[config.mk]
export PLATFORM = sky130hd
export DESIGN_NAME = reg_bank_arbiter
export DESIGN_NICKNAME = d
export VERILOG_FILES = /design/src/rtl/reg_bank_arbiter_pkg.sv /design/src/rtl/reg_bank_arbiter_bank.sv /design/src/rtl/reg_bank_arbiter.sv
export SDC_FILE = /design/constraint.sdc
export NUM_CORES = 1
export LEC_CHECK = 0
export CORE_MARGIN = 4
export CORE_UTILIZATION = 35
export CTS_CLUSTER_DIAMETER = 50
export CTS_CLUSTER_SIZE = 12
export DETAILED_ROUTE_END_ITERATION = 7
export MAX_ROUTING_LAYER = met4
export PLACE_DENSITY = 0.65
export SLEW_MARGIN = 15
export SYNTH_ARGS = -nofsm -noshare
export SYNTH_HDL_FRONTEND = slang
export SYNTH_SLANG_ARGS = --single-unit
[constraint.sdc]
create_clock -name clk -period 1.9 [get_ports clk]
set_clock_uncertainty 0.05 [all_clocks]
set_input_delay 0.285 -clock clk [delete_from_list [all_inputs] [get_ports clk]]
set_output_delay 0.285 -clock clk [all_outputs]
set_load 0.02 [all_outputs]
[src/rtl/reg_bank_arbiter_pkg.sv]
// Shared types and constants for the two-requester register bank arbiter.
package reg_bank_arbiter_pkg;

  localparam int DW = 8;

  typedef enum logic [2:0] {
    IDLE    = 3'd0,
    ACCESS  = 3'd1,
    DONE    = 3'd2,
    CLEAR   = 3'd3,
    CLRDONE = 3'd4
  } state_e;

  typedef enum logic {
    REQ_A = 1'b0,
    REQ_B = 1'b1
  } req_id_e;

  // Round-robin hand-off: the requester that was just served yields priority.
  function automatic req_id_e other_req(input req_id_e id);
    return (id == REQ_A) ? REQ_B : REQ_A;
  endfunction

endpackage

[src/rtl/reg_bank_arbiter_bank.sv]
// Register storage: plain 8-bit flops without load enable, plus the bank
// wrapper that recirculates Q into D except where the write select is hot.

module reg8 (
  input  logic       clk,
  input  logic       rst,
  input  logic       set,
  input  logic [7:0] d,
  output logic [7:0] q
);

  // Synchronous reset wins over set; otherwise load D every edge.
  always_ff @(posedge clk) begin
    if (rst) begin
      q <= 8'h00;
    end else if (set) begin
      q <= 8'hFF;
    end else begin
      q <= d;
    end
  end

endmodule

module reg_bank
  import reg_bank_arbiter_pkg::*;
#(
  parameter int NREG = 8
) (
  input  logic               clk,
  input  logic               rst_i,
  input  logic [NREG-1:0]    wsel_i,
  input  logic [DW-1:0]      wdata_i,
  output logic [NREG*DW-1:0] q_o
);

  for (genvar g = 0; g < NREG; g++) begin : g_reg
    logic [DW-1:0] d;

    // Selected register takes new data, the rest hold their value.
    always_comb begin
      d = wsel_i[g] ? wdata_i : q_o[g*DW +: DW];
    end

    reg8 u_reg8 (
      .clk (clk),
      .rst (rst_i),
      .set (1'b0),
      .d   (d),
      .q   (q_o[g*DW +: DW])
    );
  end

endmodule

[src/rtl/reg_bank_arbiter.sv]
// Two-requester round-robin arbiter sequencing reads, writes and bulk clears
// of a shared 8-bit register bank.
//
// state   | meaning
// IDLE    | waiting; clear has priority, else pick a requester
// ACCESS  | winner's gnt high; write lands / read captured at end of cycle
// DONE    | winner's done high; rdata valid
// CLEAR   | bank sync reset asserted for one cycle
// CLRDONE | clr_done high

module reg_bank_arbiter
  import reg_bank_arbiter_pkg::*;
#(
  parameter int NREG = 8,
  parameter int AW   = 3
) (
  input  logic          clk,
  input  logic          reset_n,
  input  logic          a_req,
  input  logic          a_we,
  input  logic [AW-1:0] a_addr,
  input  logic [DW-1:0] a_wdata,
  output logic          a_gnt,
  output logic          a_done,
  input  logic          b_req,
  input  logic          b_we,
  input  logic [AW-1:0] b_addr,
  input  logic [DW-1:0] b_wdata,
  output logic          b_gnt,
  output logic          b_done,
  input  logic          clr_req,
  output logic          clr_done,
  output logic [DW-1:0] rdata
);

  state_e             state_q;
  req_id_e            rr_q;
  req_id_e            cmd_who_q;
  req_id_e            win_d;
  logic               cmd_we_q;
  logic [AW-1:0]      cmd_addr_q;
  logic [DW-1:0]      cmd_wdata_q;
  logic               a_gnt_q;
  logic               b_gnt_q;
  logic               a_done_q;
  logic               b_done_q;
  logic               clr_done_q;
  logic [DW-1:0]      rdata_q;
  logic [DW-1:0]      rd_val_d;
  logic               bank_rst;
  logic [NREG-1:0]    wsel;
  logic [NREG*DW-1:0] bank_q;

  // Winner when both request: whoever rr points at; a lone request always wins.
  always_comb begin
    win_d = REQ_A;
    if (b_req && (!a_req || rr_q == REQ_B)) begin
      win_d = REQ_B;
    end
  end

  // One-hot write select; out-of-range addresses match nothing and so recirculate.
  always_comb begin
    wsel = '0;
    for (int i = 0; i < NREG; i++) begin
      wsel[i] = (state_q == ACCESS) && cmd_we_q && (cmd_addr_q == AW'(i));
    end
  end

  // Read mux; addresses with no register behind them read as zero.
  always_comb begin
    rd_val_d = '0;
    for (int i = 0; i < NREG; i++) begin
      if (cmd_addr_q == AW'(i)) begin
        rd_val_d = bank_q[i*DW +: DW];
      end
    end
  end

  // Bank is held cleared through system reset so an interrupted write never sticks.
  always_comb begin
    bank_rst = !reset_n || (state_q == CLEAR);
  end

  // Sequencing FSM with registered handshake outputs.
  always_ff @(posedge clk or negedge reset_n) begin
    if (!reset_n) begin
      state_q     <= IDLE;
      rr_q        <= REQ_A;
      cmd_who_q   <= REQ_A;
      cmd_we_q    <= 1'b0;
      cmd_addr_q  <= '0;
      cmd_wdata_q <= '0;
      a_gnt_q     <= 1'b0;
      b_gnt_q     <= 1'b0;
      a_done_q    <= 1'b0;
      b_done_q    <= 1'b0;
      clr_done_q  <= 1'b0;
      rdata_q     <= '0;
    end else begin
      a_gnt_q    <= 1'b0;
      b_gnt_q    <= 1'b0;
      a_done_q   <= 1'b0;
      b_done_q   <= 1'b0;
      clr_done_q <= 1'b0;
      case (state_q)
        IDLE: begin
          if (clr_req) begin
            state_q <= CLEAR;
          end else if (a_req || b_req) begin
            cmd_who_q <= win_d;
            if (win_d == REQ_A) begin
              cmd_we_q    <= a_we;
              cmd_addr_q  <= a_addr;
              cmd_wdata_q <= a_wdata;
              a_gnt_q     <= 1'b1;
            end else begin
              cmd_we_q    <= b_we;
              cmd_addr_q  <= b_addr;
              cmd_wdata_q <= b_wdata;
              b_gnt_q     <= 1'b1;
            end
            state_q <= ACCESS;
          end
        end
        ACCESS: begin
          rr_q <= other_req(cmd_who_q);
          if (!cmd_we_q) begin
            rdata_q <= rd_val_d;
          end
          if (cmd_who_q == REQ_A) begin
            a_done_q <= 1'b1;
          end else begin
            b_done_q <= 1'b1;
          end
          state_q <= DONE;
        end
        DONE: begin
          state_q <= IDLE;
        end
        CLEAR: begin
          clr_done_q <= 1'b1;
          state_q    <= CLRDONE;
        end
        CLRDONE: begin
          state_q <= IDLE;
        end
        default: begin
          state_q <= IDLE;
        end
      endcase
    end
  end

  reg_bank #(
    .NREG (NREG)
  ) u_bank (
    .clk     (clk),
    .rst_i   (bank_rst),
    .wsel_i  (wsel),
    .wdata_i (cmd_wdata_q),
    .q_o     (bank_q)
  );

  assign a_gnt    = a_gnt_q;
  assign b_gnt    = b_gnt_q;
  assign a_done   = a_done_q;
  assign b_done   = b_done_q;
  assign clr_done = clr_done_q;
  assign rdata    = rdata_q;

endmodule

# Yosys cells after proc, flatten, opt, wreduce, memory -nomap -nowiden
# Cells that the tools add are included.
# W data, S select, Z words.
dict set report classes {
  n_eq_ne 10
  n_mux 28
  reduce_logical 19
  bitwise 2
}
# operator count
set op_table {}
lappend op_table {{$mux W8} 9}
lappend op_table {{$mux W1} 15}
lappend op_table {{$eq A3 B3 Y1 const B} 4}
lappend op_table {{$logic_and A1 B1 Y1} 10}
lappend op_table {{$eq A3 B2 Y1 const B} 3}
lappend op_table {{$mux W3} 3}
lappend op_table {{$pmux W3 S3} 1}
lappend op_table {{$eq A3 B1 Y1 const B} 2}
lappend op_table {{$logic_not A3 Y1} 2}
lappend op_table {{$logic_or A1 B1 Y1} 3}
lappend op_table {{$ne A3 B3 Y1 const B} 1}
lappend op_table {{$reduce_and A3 Y1} 1}
lappend op_table {{$logic_not A1 Y1} 2}
lappend op_table {{$not A1 Y1} 2}
lappend op_table {{$reduce_and A2 Y1} 1}
dict set report word_totals {
  wordCells 79
  in_bits 29
  out_inout_bits 13
  reg_bits 94
}

# Logic depth before layout (Yosys ltp)
dict set report logic_depth {
  depth_word 9
  depth_mapped 7
  depth_no_buf 4
}

# By module
# A second synthesis with hierarchy kept.
dict set report hier_totals {
  hier_cells 381
  hier_area_um2 4813.4
}
# module instances area_each_um2 cells_per_inst
set modules_own_cells {}
lappend modules_own_cells {reg8 8 251.5 17}
lappend modules_own_cells {reg_bank_arbiter 1 1746.7 172}
lappend modules_own_cells {reg_bank 1 1054.8 73}

# Worst setup path after synthesis
# Ideal clock, no wire load.
dict set report synth_timing {
  path_kind {register -> register}
  startpoint {register state_q[2]}
  endpoint {register u_bank.g_reg[3].u_reg8.q[7]}
  arrival_time_ps 1587
  stages_incl_launch_ff 8
  path_buffers 3
  synth_period_minus_slack_ps 1768
  path_slack_ps 132
  cell_sequence {dfrtp_1 > buf_6 > nand4bb_1 > buf_6 > or4_1 > buf_2 > mux2i_1 > nor2_1}
}
dict set report synth_via {
  elab_chain_len 3
  elab_cells_between_ends 5
}
# item line_no
set synth_lines {}
lappend synth_lines {{start, declared} reg_bank_arbiter.sv:36} ;# state_e state_q;
lappend synth_lines {{start signal, assigned} reg_bank_arbiter.sv:88} ;# state_q <= IDLE;
lappend synth_lines {{start signal, assigned} reg_bank_arbiter.sv:109} ;# state_q <= CLEAR;
lappend synth_lines {{start signal, assigned} reg_bank_arbiter.sv:123} ;# state_q <= ACCESS;
lappend synth_lines {{$eq A3 B1 Y1} reg_bank_arbiter.sv:66} ;# wsel[i] = (state_q == ACCESS) && cmd_we_q && (cmd_addr_q == AW'(i));
lappend synth_lines {{$logic_and A1 B1 Y1 (2 in a row)} reg_bank_arbiter.sv:66}
lappend synth_lines {{end signal, assigned} reg_bank_arbiter_bank.sv:15} ;# q <= 8'h00;
lappend synth_lines {{end signal, assigned} reg_bank_arbiter_bank.sv:17} ;# q <= 8'hFF;
lappend synth_lines {{end signal, assigned} reg_bank_arbiter_bank.sv:19} ;# q <= d;
lappend synth_lines {{end, declared} reg_bank_arbiter_bank.sv:9} ;# output logic [7:0] q
# Several ways; a longest one is shown, not always the timed one.
# A chain may end at the register's enable or synchronous reset.

# Worst setup path after layout
dict set report layout_timing {
  startpoint {register state_q[2]}
  endpoint {register cmd_who_q}
}
dict set report layout_via {
  elab_chain_len 2
}
# item line_no
set layout_lines {}
lappend layout_lines {{$logic_not A3 Y1} reg_bank_arbiter.sv:106} ;# case (state_q)
lappend layout_lines {{$reduce_and A3 Y1 (no source line)} n/a}
lappend layout_lines {{end signal, assigned} reg_bank_arbiter.sv:111} ;# cmd_who_q <= win_d;
lappend layout_lines {{end, declared} reg_bank_arbiter.sv:38} ;# req_id_e cmd_who_q;
# Every way passes these cells.

==> results.cfg <==
[synth]
synth_area_um2 = 4250
synth_area_leaders = dfxtp_1, mux2i_1, dfrtp_1
syn_nets = 453
yosysWarnings = 0
netlist_instances = 424
synth_seq_cells = 94
yosys.area.top_type = dfxtp_1
synth_edf_count = 0
seq_area_frac_synth = 0.4781
syn_area_per_cell_um2 = 10.02
ys_types = 45
async_reset_ff_frac = 0.3191
synthFlopType = dfxtp_1
synth_top_cells_by_count = mux2i_1, dfxtp_1, nor2_1
yosys.cell_count.top_type = mux2i_1
synth.top_cell.area_share = 0.3014

[clock_network]
post-cts-setup-buffers = 0
cts_htree_levels = 3
postCtsHoldBufs = 0
clk_pin_slew_ps = 60
clock-sinks = 94
cts_tree = yes
cts_resized = 0
numCtsBuffers = 9
cts_buffer_depth = 2
insertion_delay_ps = 340
clockRootBuffer = clkbuf_16

[power_and_ir_drop]
leakagePower_uw = 0.002192
power.density_nw_per_um2 = 1289
peakVddDrop_uv = 734.0

[placement]
gp_congestion = 0.8057
place_hpwl_mm = 7.053
io_buffers = 41

[setup_path]
cp_max_fo = 8
worst_setup_path_end_kind = register
required_ps = 2080
critical_path_class = reg2reg
startpoint_type = register
startpoint = state_q[2]
r2r-start = state_q[2]
cpLargestDelayFamily = simple AND/OR/NAND/NOR gates
critPathMostFrequentCell = buf_4
arrival_ps = 2020
crit_chain = buf_4, or4_1, o21bai_2, buf_4, a21o_1
crit_slowest_cell = or4_1
slowest_delay_ps = 520
crit_buf_inv = 2

[final_layout]
area_growth_pct = 25.64
drive_above_1_share = 0.1946
final_nets = 507
diodes = 0

[routing]
drc = 0
via_per_inst = 5.155
drt_wl_total_mm = 9.716
drtAntennaViolNets = 0
drtIter0Drc = 175
first_pass_iters = 4
wl_per_cell_um = 15.52
vias = 3227

[global_route]
grt_util_all_layers = 0.1482
antenna_found_initial = 0
grt_max_degree = 65
gr-total-overflow = 0
grtUsageMet2 = 0.2272
grt_use_met1 = 0.1957
grt_pass1_vias = 3218
busiest_layer = met2
grt_pass1_wl_mm = 16.50
met3_usage = 0.03056

[sta]
slew_violations = 0
slew_headroom = 0.7275
tns_ps = 0
clock.fmax_mhz = 545.1
period_needed_ps = 1835
setup_viol = 0
fin_crit_sh = 0.9656
rsz0062_at_grt = false
hold_violations = 0
hold_slack_ps = 409.2
tightest_slew_ps = 407.6

[worst_hold_path]
min_from = u_bank.g_reg[7].u_reg8.q[7]
hold_class = reg2reg

[run]
cap_violations = 0

[status]
status = complete, no violations

[floorplan]
die_x_um = 118.2
dieArea_um2 = 13970
fp.dieH_um = 118.2
rows = 39
start_util = 0.3644
core_area_um2 = 11660
ios = 42
[metal layers]
metal | wire (um) | vias up
met2 | 4662 | 41
met4 | 130 | 0
met3 | 263 | 12
li1 | - | 1584
met1 | 4660 | 1590
met5 | 0 | -
[worst reg2reg max path: stages, from the launching register on]
cell	delay, ps
dfrtp_2	440
buf_4	160
or4_1	520
o21bai_2	230
buf_4	160
a21o_1	170
[metrics by stage]
step	std cells	cell area, um^2	power [uW]	setup slack, ps	utilization
after global routing	626	5340	7279	1.170	0.4579
after CTS	626	5313	6904	42.39	0.4555
after floorplan	424	4250	4085	132.3	-
after global placement	610	5004	5021	56.62	0.4290
final	626	5340	6881	65.36	0.4579
after detailed placement	610	5004	5067	23.13	0.4290
[cells by family (layout without fill, tap and decap cells)]
| family | after synthesis | in the layout | synth area share |
|---|---|---|---|
| compound gates | 64 | 64 | 0.09391 |
| buf+inv | 38 | 97 | 0.04091 |
| flops | 94 | 94 | 0.4781 |
| mux | 88 | 88 | 0.2158 |
| simple gates | 140 | 140 | 0.1713 |
[cells in the final DEF (no fill, tap or decap), drive strengths merged, types with 6 or more instances in the layout]
master | synthesis | routed
dfrtp | 30 | 30
mux2 | 9 | 9
nand2b | 6 | 6
a22oi | 6 | 6
nor2 | 66 | 66
mux2i | 77 | 77
clkbuf | 18 | 11
nor3 | 6 | 6
a21oi | 17 | 17
dfxtp | 64 | 64
clkdlybuf4s50 | 0 | 41
nand2 | 37 | 37
buf | 16 | 36
o21ai | 22 | 22
[where the power goes]
group | internal (uW) | switching [uW] | total, uW
Clock | 1090 | 727 | 1820
Sequential | 2280 | 449 | 2730
Combinational | 1090 | 1250 | 2330
[state kept, by name, indices dropped and copies added, names as in the netlist, 3 cells and up]
signal,flops
state_q,3
rdata,8
cmd_addr_q,3
cmd_wdata_q,8
u_bank.g.u_reg8.q,64
[cell type report]
type / instances / area [um^2]
Inverter: 4 / 15.01
Sequential cell: 94 / 2034
Clock buffer: 11 / 252.7
Timing Repair Buffer: 77 / 721.9
Clock inverter: 5 / 56.30
Fill cell: 1105 / 6322
Multi-Input combinational cell: 292 / 2081
Tap cell: 143 / 178.9
[path summary, 6_finish.rpt]
| path | slack (ps) | endpoint | cells after the start |
|---|---|---|---|
| setup / recovery | 70 | cmd_who_q | 5 |
| hold / removal | 410 | u_bank.g_reg[7].u_reg8.q[7] | 2 |
| setup reg to reg | 70 | cmd_who_q | 5 |
| hold reg to reg | 410 | u_bank.g_reg[7].u_reg8.q[7] | 2 |
| max in group asynchronous | 1070 | state_q[2] | 2 |
| min in group asynchronous | 430 | rdata[4] | 2 |
(Power assumes the default switching activity.)
